<file path="src/rtl/led_pwm_driver.sv">
// rtl/led_pwm_driver.sv - four-channel 4-bit LED PWM driver with glitch-free level updates
//
// Purpose: drives four LEDs with 255-step PWM; each channel's 4-bit level L maps
// to duty L*17. New level sets are taken through a valid/ready handshake into
// a pending register and applied only at a PWM period boundary.
//
// Ports:
//   clk          - system clock
//   rst          - synchronous active-high reset
//   en           - PWM enable; when low, counters are held and LEDs are off
//   level_in     - four 4-bit levels, channel i in bits [4i+3:4i]
//   level_valid  - level_in is offered
//   level_ready  - a level set can be accepted this cycle
//   led          - registered PWM drive (polarity set by ACTIVE_LOW)
//   period_start - one-cycle pulse while cnt==0 is first presented after a period end

module led_pwm_driver #(
  parameter int unsigned CLK_DIV    = 196,
  parameter bit          ACTIVE_LOW = 1'b0
) (
  input  logic        clk,
  input  logic        rst,
  input  logic        en,
  input  logic [15:0] level_in,
  input  logic        level_valid,
  output logic        level_ready,
  output logic [3:0]  led,
  output logic        period_start
);

  localparam logic [15:0] PSC_MAX = 16'(CLK_DIV - 1);
  localparam logic [3:0]  LED_OFF = ACTIVE_LOW ? 4'hF : 4'h0;
  localparam logic [7:0]  CNT_MAX = 8'd254;

  logic [15:0] psc_q, psc_d;
  logic [7:0]  cnt_q, cnt_d;
  logic [15:0] active_q, active_d;
  logic [15:0] pending_q, pending_d;
  logic        pending_full_q, pending_full_d;
  logic [3:0]  led_q, led_d;
  logic        period_start_q, period_start_d;

  logic        tick;
  logic        period_end;
  logic        accept;
  logic [3:0]  on_raw;

  assign level_ready  = !pending_full_q && !rst;
  assign accept       = level_valid && level_ready;
  assign tick         = en && (psc_q == PSC_MAX);
  assign period_end   = tick && (cnt_q == CNT_MAX);
  assign led          = led_q;
  assign period_start = period_start_q;

  // Duty is {L,L} = L*17; cnt tops out at 254 so L=15 (duty 255) is always on.
  always_comb begin
    on_raw = '0;
    for (int i = 0; i < 4; i++) begin
      on_raw[i] = cnt_q < {active_q[4*i +: 4], active_q[4*i +: 4]};
    end
  end

  // Prescaler and PWM counter; both parked at zero while disabled so that a
  // rising en always begins a clean period.
  always_comb begin
    psc_d = psc_q;
    cnt_d = cnt_q;
    if (!en) begin
      psc_d = '0;
      cnt_d = '0;
    end else if (tick) begin
      psc_d = '0;
      cnt_d = (cnt_q == CNT_MAX) ? 8'd0 : cnt_q + 8'd1;
    end else begin
      psc_d = psc_q + 16'd1;
    end
  end

  // Level storage. A full pending set moves to active at the period boundary,
  // or immediately when disabled since there is no period to protect. A set
  // accepted exactly on the boundary bypasses pending.
  always_comb begin
    active_d       = active_q;
    pending_d      = pending_q;
    pending_full_d = pending_full_q;
    if (pending_full_q && (period_end || !en)) begin
      active_d       = pending_q;
      pending_full_d = 1'b0;
    end else if (accept) begin
      if (period_end) begin
        active_d = level_in;
      end else begin
        pending_d      = level_in;
        pending_full_d = 1'b1;
      end
    end
  end

  always_comb begin
    led_d          = en ? (on_raw ^ LED_OFF) : LED_OFF;
    period_start_d = period_end;
  end

  always_ff @(posedge clk) begin
    if (rst) begin
      psc_q          <= '0;
      cnt_q          <= '0;
      active_q       <= '0;
      pending_q      <= '0;
      pending_full_q <= 1'b0;
      led_q          <= LED_OFF;
      period_start_q <= 1'b0;
    end else begin
      psc_q          <= psc_d;
      cnt_q          <= cnt_d;
      active_q       <= active_d;
      pending_q      <= pending_d;
      pending_full_q <= pending_full_d;
      led_q          <= led_d;
      period_start_q <= period_start_d;
    end
  end

endmodule

</file>
<file path="config.mk">
export PLATFORM = sky130hd
export DESIGN_NAME = led_pwm_driver
export DESIGN_NICKNAME = d
export VERILOG_FILES = /design/src/rtl/led_pwm_driver.sv
export SDC_FILE = /design/constraint.sdc
export NUM_CORES = 1
export LEC_CHECK = 0
export CAP_MARGIN = 20
export CORE_MARGIN = 2
export CORE_UTILIZATION = 47
export CTS_CLUSTER_DIAMETER = 60
export DETAILED_ROUTE_END_ITERATION = 16
export GPL_ROUTABILITY_DRIVEN = 0
export PLACE_DENSITY = 0.67
export SLEW_MARGIN = 10
export SYNTH_ARGS = -nofsm -noshare
export SYNTH_HDL_FRONTEND = slang
export SYNTH_SLANG_ARGS = --single-unit
</file>
<file path="constraint.sdc">
create_clock -name clk -period 2.7 [get_ports clk]
set_input_delay 0.675 -clock clk [delete_from_list [all_inputs] [get_ports clk]]
set_output_delay 0.675 -clock clk [all_outputs]
set_load 0.02 [all_outputs]
</file>
==> results of run 1 <==
[cells in the final DEF (no fill, tap or decap), drive strengths merged, types with 7 or more instances in the layout]
cell	synthesis	routed
ha	31	31
clkbuf	7	13
dfxtp	62	62
inv	19	19
mux2i	32	32
clkdlybuf4s50	0	25
xor2	10	10
buf	8	12
nor2	58	58
a21oi	7	7
nand3	14	14
nand2	7	7
nor4	7	7
and3	8	8
a21o	8	8
xnor2	10	10
a211oi	24	24
[critical path: stages]
cell	delay (ps)
clkdlybuf4s50_1	440
nor2_1	190
clkdlybuf4s50_1	640
[power groups by stage]
stage	combinational [mW]	sequential, mW	clock [mW]
floorplan	0.119	0.987	0
global placement	0.196	0.984	0
detailed placement	0.201	0.985	0
CTS	0.202	0.964	0.958
global route	0.220	0.968	0.991
finish	0.199	0.964	0.941
[metal layers]
layer	share of wire, %	up-vias	routed length (um)
li1	-	1284	-
met3	2.9	13	188
met4	1.9	0	123
met1	47	1174	3040
met5	0	-	0
met2	48	38	3130
[sequential cells by signal, summed over array words and instances (netlist names)]
name	flops
cnt_q	8
pending_full_q	1
pending_q	16
period_start	1
led	4
active_q	16
psc_q	16
[through the flow]
| step | setup slack, ps | utilization, % | instance area [um2] | total power [mW] | hold WS, ps |
|---|---|---|---|---|---|
| floorplan | 448 | - | 3300 | 1.11 | 438 |
| global placement | 58.6 | 53.9 | 3660 | 1.18 | 470 |
| detailed placement | 42.0 | 53.9 | 3660 | 1.19 | 472 |
| CTS | 42.0 | 57.3 | 3900 | 2.12 | 488 |
| global route | 30.9 | 57.3 | 3900 | 2.18 | 513 |
| finish | 82.8 | 57.3 | 3900 | 2.10 | 494 |
[logic make-up after synthesis]
logic type	after synthesis	share of synthesized area, %
adder cells (fa/ha/maj)	31	11.8
flip-flops	62	37.7
AO/OA/AOI/OAI	50	11.0
multiplexers	32	9.72
AND/OR/NAND/NOR	117	18.8
buffers and inverters	35	5.77
XOR/XNOR	20	5.31
[synth_stat cells (all sizes together)]
cell | instances | share of area, %
dfxtp | 62 | 38
nor2 | 58 | 6.6
mux2i | 32 | 9.7
ha | 31 | 12
a211oi | 24 | 5.5
inv | 19 | 2.2
nand3 | 14 | 2.3
xnor2 | 10 | 2.7
xor2 | 10 | 2.7
a21o | 8 | 1.8
and3 | 8 | 1.7
buf | 8 | 2.5
a21oi | 7 | 1.1
clkbuf | 7 | 0.80
nand2 | 7 | 1.0
nor4 | 7 | 1.5
nand2b | 5 | 0.95
nand4 | 5 | 0.95
o21ai | 5 | 0.76
nor3 | 4 | 0.76
o21a | 4 | 0.91
and2 | 2 | 0.46
and4 | 2 | 0.53
nor4b | 2 | 1.4
or2 | 2 | 0.38
dlygate4sd1 | 1 | 0.27
nor2b | 1 | 0.19
o31ai | 1 | 0.65
o32a | 1 | 0.30
[worst max-delay path by stage]
stage	start	end	slack, ps
after floorplan	rst	active_q[10]	450
after global placement	rst	level_ready	60
after detailed placement	rst	level_ready	40
after CTS	rst	level_ready	40
after global routing	rst	level_ready	30
final	rst	level_ready	80
[area by class of cell]
type,count,area (um2)
clock buffers,13,169
clock inverters,3,65.1
fillers,608,2900
inverters,19,71.3
multi-input cells,250,1860
flip-flops and latches,62,1240
well taps,96,120
repair buffers,37,365
==> flow_summary.ini, run 1 <==
[run_status]
status = finished clean

[place]
io_buffers = 25
dp.cells = 464
place_hpwl_mm = 4.59

[detailed_routing]
drcViolationCount = 0
routedWlPerCell_um = 13.5
drtPass1Iterations = 4
dr_total_vias = 2509
drt_iter0_drc = 156
viasPerCell = 5.23
postRouteAntennaNets = 0
finalWirelength_mm = 6.49

[layout]
n_antenna_cell = 0
fin_nets = 430
drive_gt1_share_pct = 9.64
area_growth_syn_to_layout_pct = 18.2
stdcell_count = 480

[power_and_ir_drop]
p_comb_share_pct = 9.4
pwr-share-seq_pct = 45.8
p_sw_share_pct = 21.8
p_int_mw = 1.64
peakVddDrop_v = 0.000325
powerDensity_nw_per_um2 = 540
leakage_nw = 1.57
p_switching_uw = 459
clkPwrFrac_pct = 44.7

[logic_synthesis]
postSynthCellCount = 347
synth_fp_nets = 398
avgSynthCellArea_um2 = 9.50
seq_area_frac_synth_pct = 37.7
ys_ff_latch = 62
ys_types = 40
ys_warn_count = 0
syn_area_um2 = 3300

[clock_network]
cts_repair_resize_count = 0
numCtsBuffers = 9
insertion_delay_ps = 330
cts_hold_buf = 0
cts_setup_buffers = 0
clkSlewWorstSetupHoldPaths_ps = 60
root_buffer = clkbuf_8
cts_tree = built
clk_path_buf_depth = 2
clock_sinks = 62
cts_max_level = 3

[sta]
drv_slew = 0
grt_setup_unrepaired = no
setup_viol = 0
min_period_ps = 2620
tightest_slew_ps = 421
slew_headroom_pct = 71.9
hold_viol = 0
skew_ps = 7.23
max_freq_ghz = 0.382
period_share_pct = 96.9
final.setup.tns_ps = 0

[die]
dieArea_um2 = 7700
rows = 30
die_w_um = 87.7
pin_count = 26
fp.coreArea_um2 = 6790
start_util_pct = 48.5
die_h_um = 87.7

[min_path]
hp-class = register to register
hold_depth = 1
worstHoldStart = psc_q[0]
hold_end = psc_q[0]

[global_routing]
grt_pass1_vias = 2434
grt_overflow = 0
grt_pass1_wl_mm = 10.9
grt_busiest_layer = met2
grt_start_max_net_pins = 37
use_met2_pct = 30.8
grt_util_met1_pct = 22.3
track_usage_pct = 18.3
antenna_found_initial = 0
grtUsageMet3_pct = 4.05

[setup_path]
r2r_start = cnt_q[3]
path_max_fanout = 2
crit_required_ps = 2030
crit_type = primary input to output port
endpoint_kind = output port
r2r_setup_slack_ps = 530
r2r_end = active_q[12]
reg2regPathDepth = 6
cp.arrival_ps = 1940
startpoint_type = primary input

[run]
max-cap-violations = 0
Power figures use the tool's default switching activity.
==> inputs of run 2 (changes only) <==
==> constraint.sdc (replaced) <==
create_clock -name clk -period 2.7 [get_ports clk]
set_input_delay 0.675 -clock clk [delete_from_list [all_inputs] [get_ports clk]]
set_output_delay 0.675 -clock clk [all_outputs]
set_load 0.05 [all_outputs]
==> run 2 against run 1 <==
Against the previous run:
- via count is 0.40% higher
- largest cell class unchanged
- clock skew is 2.1 ps higher
- sequential power hardly changed
- cell count stayed put
- global-route usage is 0.73 points higher
- hold slack better by 1.1 ps
==> flow_summary.ini, run 2 (synthesized netlist as in run 1, its figures left out) <==
[sta]
grt_setup_unrepaired = no
period_share_pct = 83.7
skew_ps = 9.37
hold_viol = 0
hold_ws_ps = 495
final.setup.tns_ps = 0
slew_headroom_pct = 67.0
min_period_ps = 2260
setup_viol = 0
max_freq_ghz = 0.443
drv_slew = 0
fin_ws_ps = 441
tightest_slew_ps = 493

[power_and_ir_drop]
powerDensity_nw_per_um2 = 520
leakage_nw = 1.57
peakVddDrop_v = 0.000407

[die]
die_h_um = 87.7
dieArea_um2 = 7700
die_w_um = 87.7
start_util_pct = 48.5
fp.coreArea_um2 = 6790
rows = 30
pin_count = 26

[clock_network]
insertion_delay_ps = 340
cts_max_level = 3
clkSlewWorstSetupHoldPaths_ps = 60
root_buffer = clkbuf_8
cts_setup_buffers = 0
cts_tree = built
clk_path_buf_depth = 2
numCtsBuffers = 9
cts_repair_resize_count = 0
cts_hold_buf = 0
clock_sinks = 62

[place]
place_hpwl_mm = 4.74
dpl_worst_slack_ps = 77.8
dp.cells = 465
io_buffers = 25

[layout]
area_growth_syn_to_layout_pct = 18.0
reg_top3 = active_q x16, pending_q x16, psc_q x16
final_common_cell = dfxtp_1
fin_nets = 431
final_cell_mix = dfxtp_1, nor2_1, mux2i_1, ha_1
n_antenna_cell = 0
fin_util_pct = 57.2
drive_gt1_share_pct = 10.2
stdcell_count = 480

[detailed_routing]
finalWirelength_mm = 6.54
routedWlPerCell_um = 13.6
postRouteAntennaNets = 0
drt_iter0_drc = 132
dr_total_vias = 2519
drtPass1Iterations = 4
drcViolationCount = 0
viasPerCell = 5.25

[setup_path]
cp.arrival_ps = 2470
startpoint_type = primary input
endpoint_kind = register
crit_required_ps = 2910
crit_type = primary input to register
path_max_fanout = 16

[run]
max-cap-violations = 0

[run_status]
status = finished clean

[global_routing]
grt_start_max_net_pins = 37
track_usage_pct = 19.0
grt_overflow = 0
grt_pass1_vias = 2472
antenna_found_initial = 0
grt_pass1_wl_mm = 11.3

[min_path]
hp-class = register to register
## run 2: cell count changes in the layout (fill, tap and decap cells not counted), sizes merged
cell and change:
clkinvlp +1, bufinv -1, buf +2, clkdlybuf4s50 -1
clkbuf -1
## run 2: area by class of cell
cell class	count	area [um2]
clock inverters	3	42.5
fillers	603	2910
repair buffers	38	383
inverters	19	71.3
well taps	96	120
multi-input cells	250	1860
flip-flops and latches	62	1240
clock buffers	12	165
## run 2: stage by stage
step,cell area (um2),power (mW)
global placement,3680,1.20
finish,3890,2.02
floorplan,3300,1.12
detailed placement,3680,1.21
CTS,3890,2.04
global route,3890,2.11
## run 2: routing by layer
metal	wire length (um)	share of wire (%)	track usage, %
met5	0	0	0
met3	214	3.3	6.13
met1	3010	46	23.2
met4	100	1.5	6.29
met2	3210	49	31.6
## run 2: worst paths after layout
path,from,endpoint,slack (ps),depth (start not counted)
worst max-delay path,en,active_q[1],440,7
worst min-delay path,pending_q[15],active_q[15],500,2
worst max register to register,cnt_q[3],active_q[1],570,6
worst min register to register,pending_q[15],active_q[15],500,2
## run 2: power breakdown
part	switching [mW]	internal [mW]	leakage (nW)	total (mW)
registers	0.0177	0.947	0.503	0.965
logic	0.111	0.107	0.960	0.218
clock network	0.342	0.495	0.104	0.837
## run 2: critical path: stages
cell             delay (ps)
clkdlybuf4s50_1         470
nor4b_4                 240
nand3_2                 190
nor4b_4                 360
buf_12                  210
mux2i_1                 210
a211oi_1                 90
==> inputs of run 3 (changes only) <==
==> constraint.sdc (replaced) <==
create_clock -name clk -period 2.2 [get_ports clk]
set_input_delay 0.55 -clock clk [delete_from_list [all_inputs] [get_ports clk]]
set_output_delay 0.55 -clock clk [all_outputs]
set_load 0.05 [all_outputs]
==> run 3 against run 2 <==
Against the previous run:
- sequential power rose by 23%
- sequential cell count unchanged
- routed wire length up 0.99%
- global-route usage shrank 0.43 points
- power is 18% higher
- utilization rose by 0.83 points
- hold slack worse by 7.4 ps
- non-clock buffer count up 6
- critical endpoint is now active_q[5]
- sequential share of layout area fell by 0.46 points
- design area rose by 1.4%
- die area is the same
- critical path depth unchanged
==> flow_summary.ini, run 3 (synthesized netlist as in run 1, its figures left out) <==
[min_path]
hp-class = register to register

[setup_path]
cpMaxStageDelayCell = clkdlybuf4s50_1
endpoint_kind = register
startpoint_type = primary input
cp.arrival_ps = 2350
crit_type = primary input to register
cp_cell_sequence = clkdlybuf4s50_1 > nor4b_4 > nand3_2 > nor4b_4 > buf_12 > mux2i_1 > a211oi_1
crit_required_ps = 2440
path_max_fanout = 16
r2r_setup_slack_ps = 140
critPathMostFrequentCell = nor4b_4
max_stage_delay_ps = 480

[sta]
final.setup.tns_ps = 0
min_period_ps = 2110
tightest_slew_ps = 489
slew_headroom_pct = 67.3
grt_setup_unrepaired = no
max_freq_ghz = 0.473
period_share_pct = 96.1
hold_ws_ps = 488
skew_ps = 9.90
setup_viol = 0
hold_viol = 0
drv_slew = 0

[power_and_ir_drop]
p_comb_share_pct = 11.4
p_sw_share_pct = 24.4
leakage_nw = 1.60
powerDensity_nw_per_um2 = 602
p_int_mw = 1.80
pwr-share-seq_pct = 49.9
p_switching_uw = 580
peakVddDrop_v = 0.000323
clkPwrFrac_pct = 38.7

[layout]
nFillCells = 615
final_cell_mix = dfxtp_1, nor2_1, mux2i_1, ha_1
fin_nets = 437
area_growth_syn_to_layout_pct = 19.7
drive_gt1_share_pct = 11.8
reg_top3 = active_q x16, pending_q x16, psc_q x16
final_common_cell = dfxtp_1
seq_area_um2 = 1240
multi_input_area_um2 = 1870
n_antenna_cell = 0
fin_util_pct = 58.0

[clock_network]
clock_sinks = 62
insertion_delay_ps = 340
root_buffer = clkbuf_8
cts_hold_buf = 0
clkSlewWorstSetupHoldPaths_ps = 70
clk_path_buf_depth = 2
cts_repair_resize_count = 0
cts_setup_buffers = 0
numCtsBuffers = 9
cts_max_level = 3
cts_tree = built

[detailed_routing]
drt_iter0_drc = 97
drcViolationCount = 0
viasPerCell = 5.18
postRouteAntennaNets = 0
dr_total_vias = 2523
drtPass1Iterations = 4
finalWirelength_mm = 6.60
routedWlPerCell_um = 13.6

[global_routing]
grt_overflow = 0
grt_pass1_vias = 2445
track_usage_pct = 18.6
antenna_found_initial = 0
grt_pass1_wl_mm = 11.0
grt_start_max_net_pins = 34

[die]
dieArea_um2 = 7700
die_h_um = 87.7
rows = 30
pin_count = 26
die_w_um = 87.7
fp.coreArea_um2 = 6790
start_util_pct = 48.5

[run_status]
status = finished clean

[place]
io_buffers = 25
place_hpwl_mm = 4.80

[run]
max-cap-violations = 0
run 3: final cells by class:
type	instances	share of cell area [%]
clock inverter	3	0.444
tap	96	3.05
clock buffer	13	4.28
timing repair buffer	44	11.5
multi-input combinational	250	47.5
inverter	19	1.81
sequential	62	31.5
run 3: power groups by stage:
stage / Combinational (mW) / Clock [mW] / Sequential (mW)
floorplan: 0.150 / 0 / 1.23
global placement: 0.269 / 0 / 1.21
detailed placement: 0.275 / 0 / 1.21
CTS: 0.276 / 0.944 / 1.19
global route: 0.301 / 0.993 / 1.19
finish: 0.272 / 0.918 / 1.19
run 3: critical path: cells and delay by family:
kind	cells	cell delay (ps)
and+or+nand+nor	3	730
buffers and inverters	2	690
AOI/OAI and AO/OA	1	270
muxes	1	100
run 3: through the flow:
stage | cells | worst slack, ps | instance area (um2) | total power, mW
after floorplan | 347 | 118 | 3300 | 1.38
after global placement | 471 | -244 | 3760 | 1.48
after detailed placement | 471 | -308 | 3760 | 1.49
after CTS | 487 | 26.6 | 3940 | 2.40
after global routing | 487 | 2.10 | 3940 | 2.48
final | 487 | 86.5 | 3940 | 2.38
run 3: final timing paths:
check | start | end | cells past startpoint
setup / recovery | en | active_q[5] | 7
hold / removal | psc_q[0] | psc_q[0] | 1
setup reg to reg | psc_q[0] | active_q[5] | 7
hold reg to reg | psc_q[0] | psc_q[0] | 1
run 3: routing by layer:
metal | vias to the layer above | GRT usage, % | part of all wire, %
li1 | 1301 | - | -
met1 | 1178 | 22.4 | 45
met2 | 39 | 31.8 | 50
met3 | 5 | 5.94 | 3.6
met4 | 0 | 5.03 | 1.1
met5 | - | 0 | 0
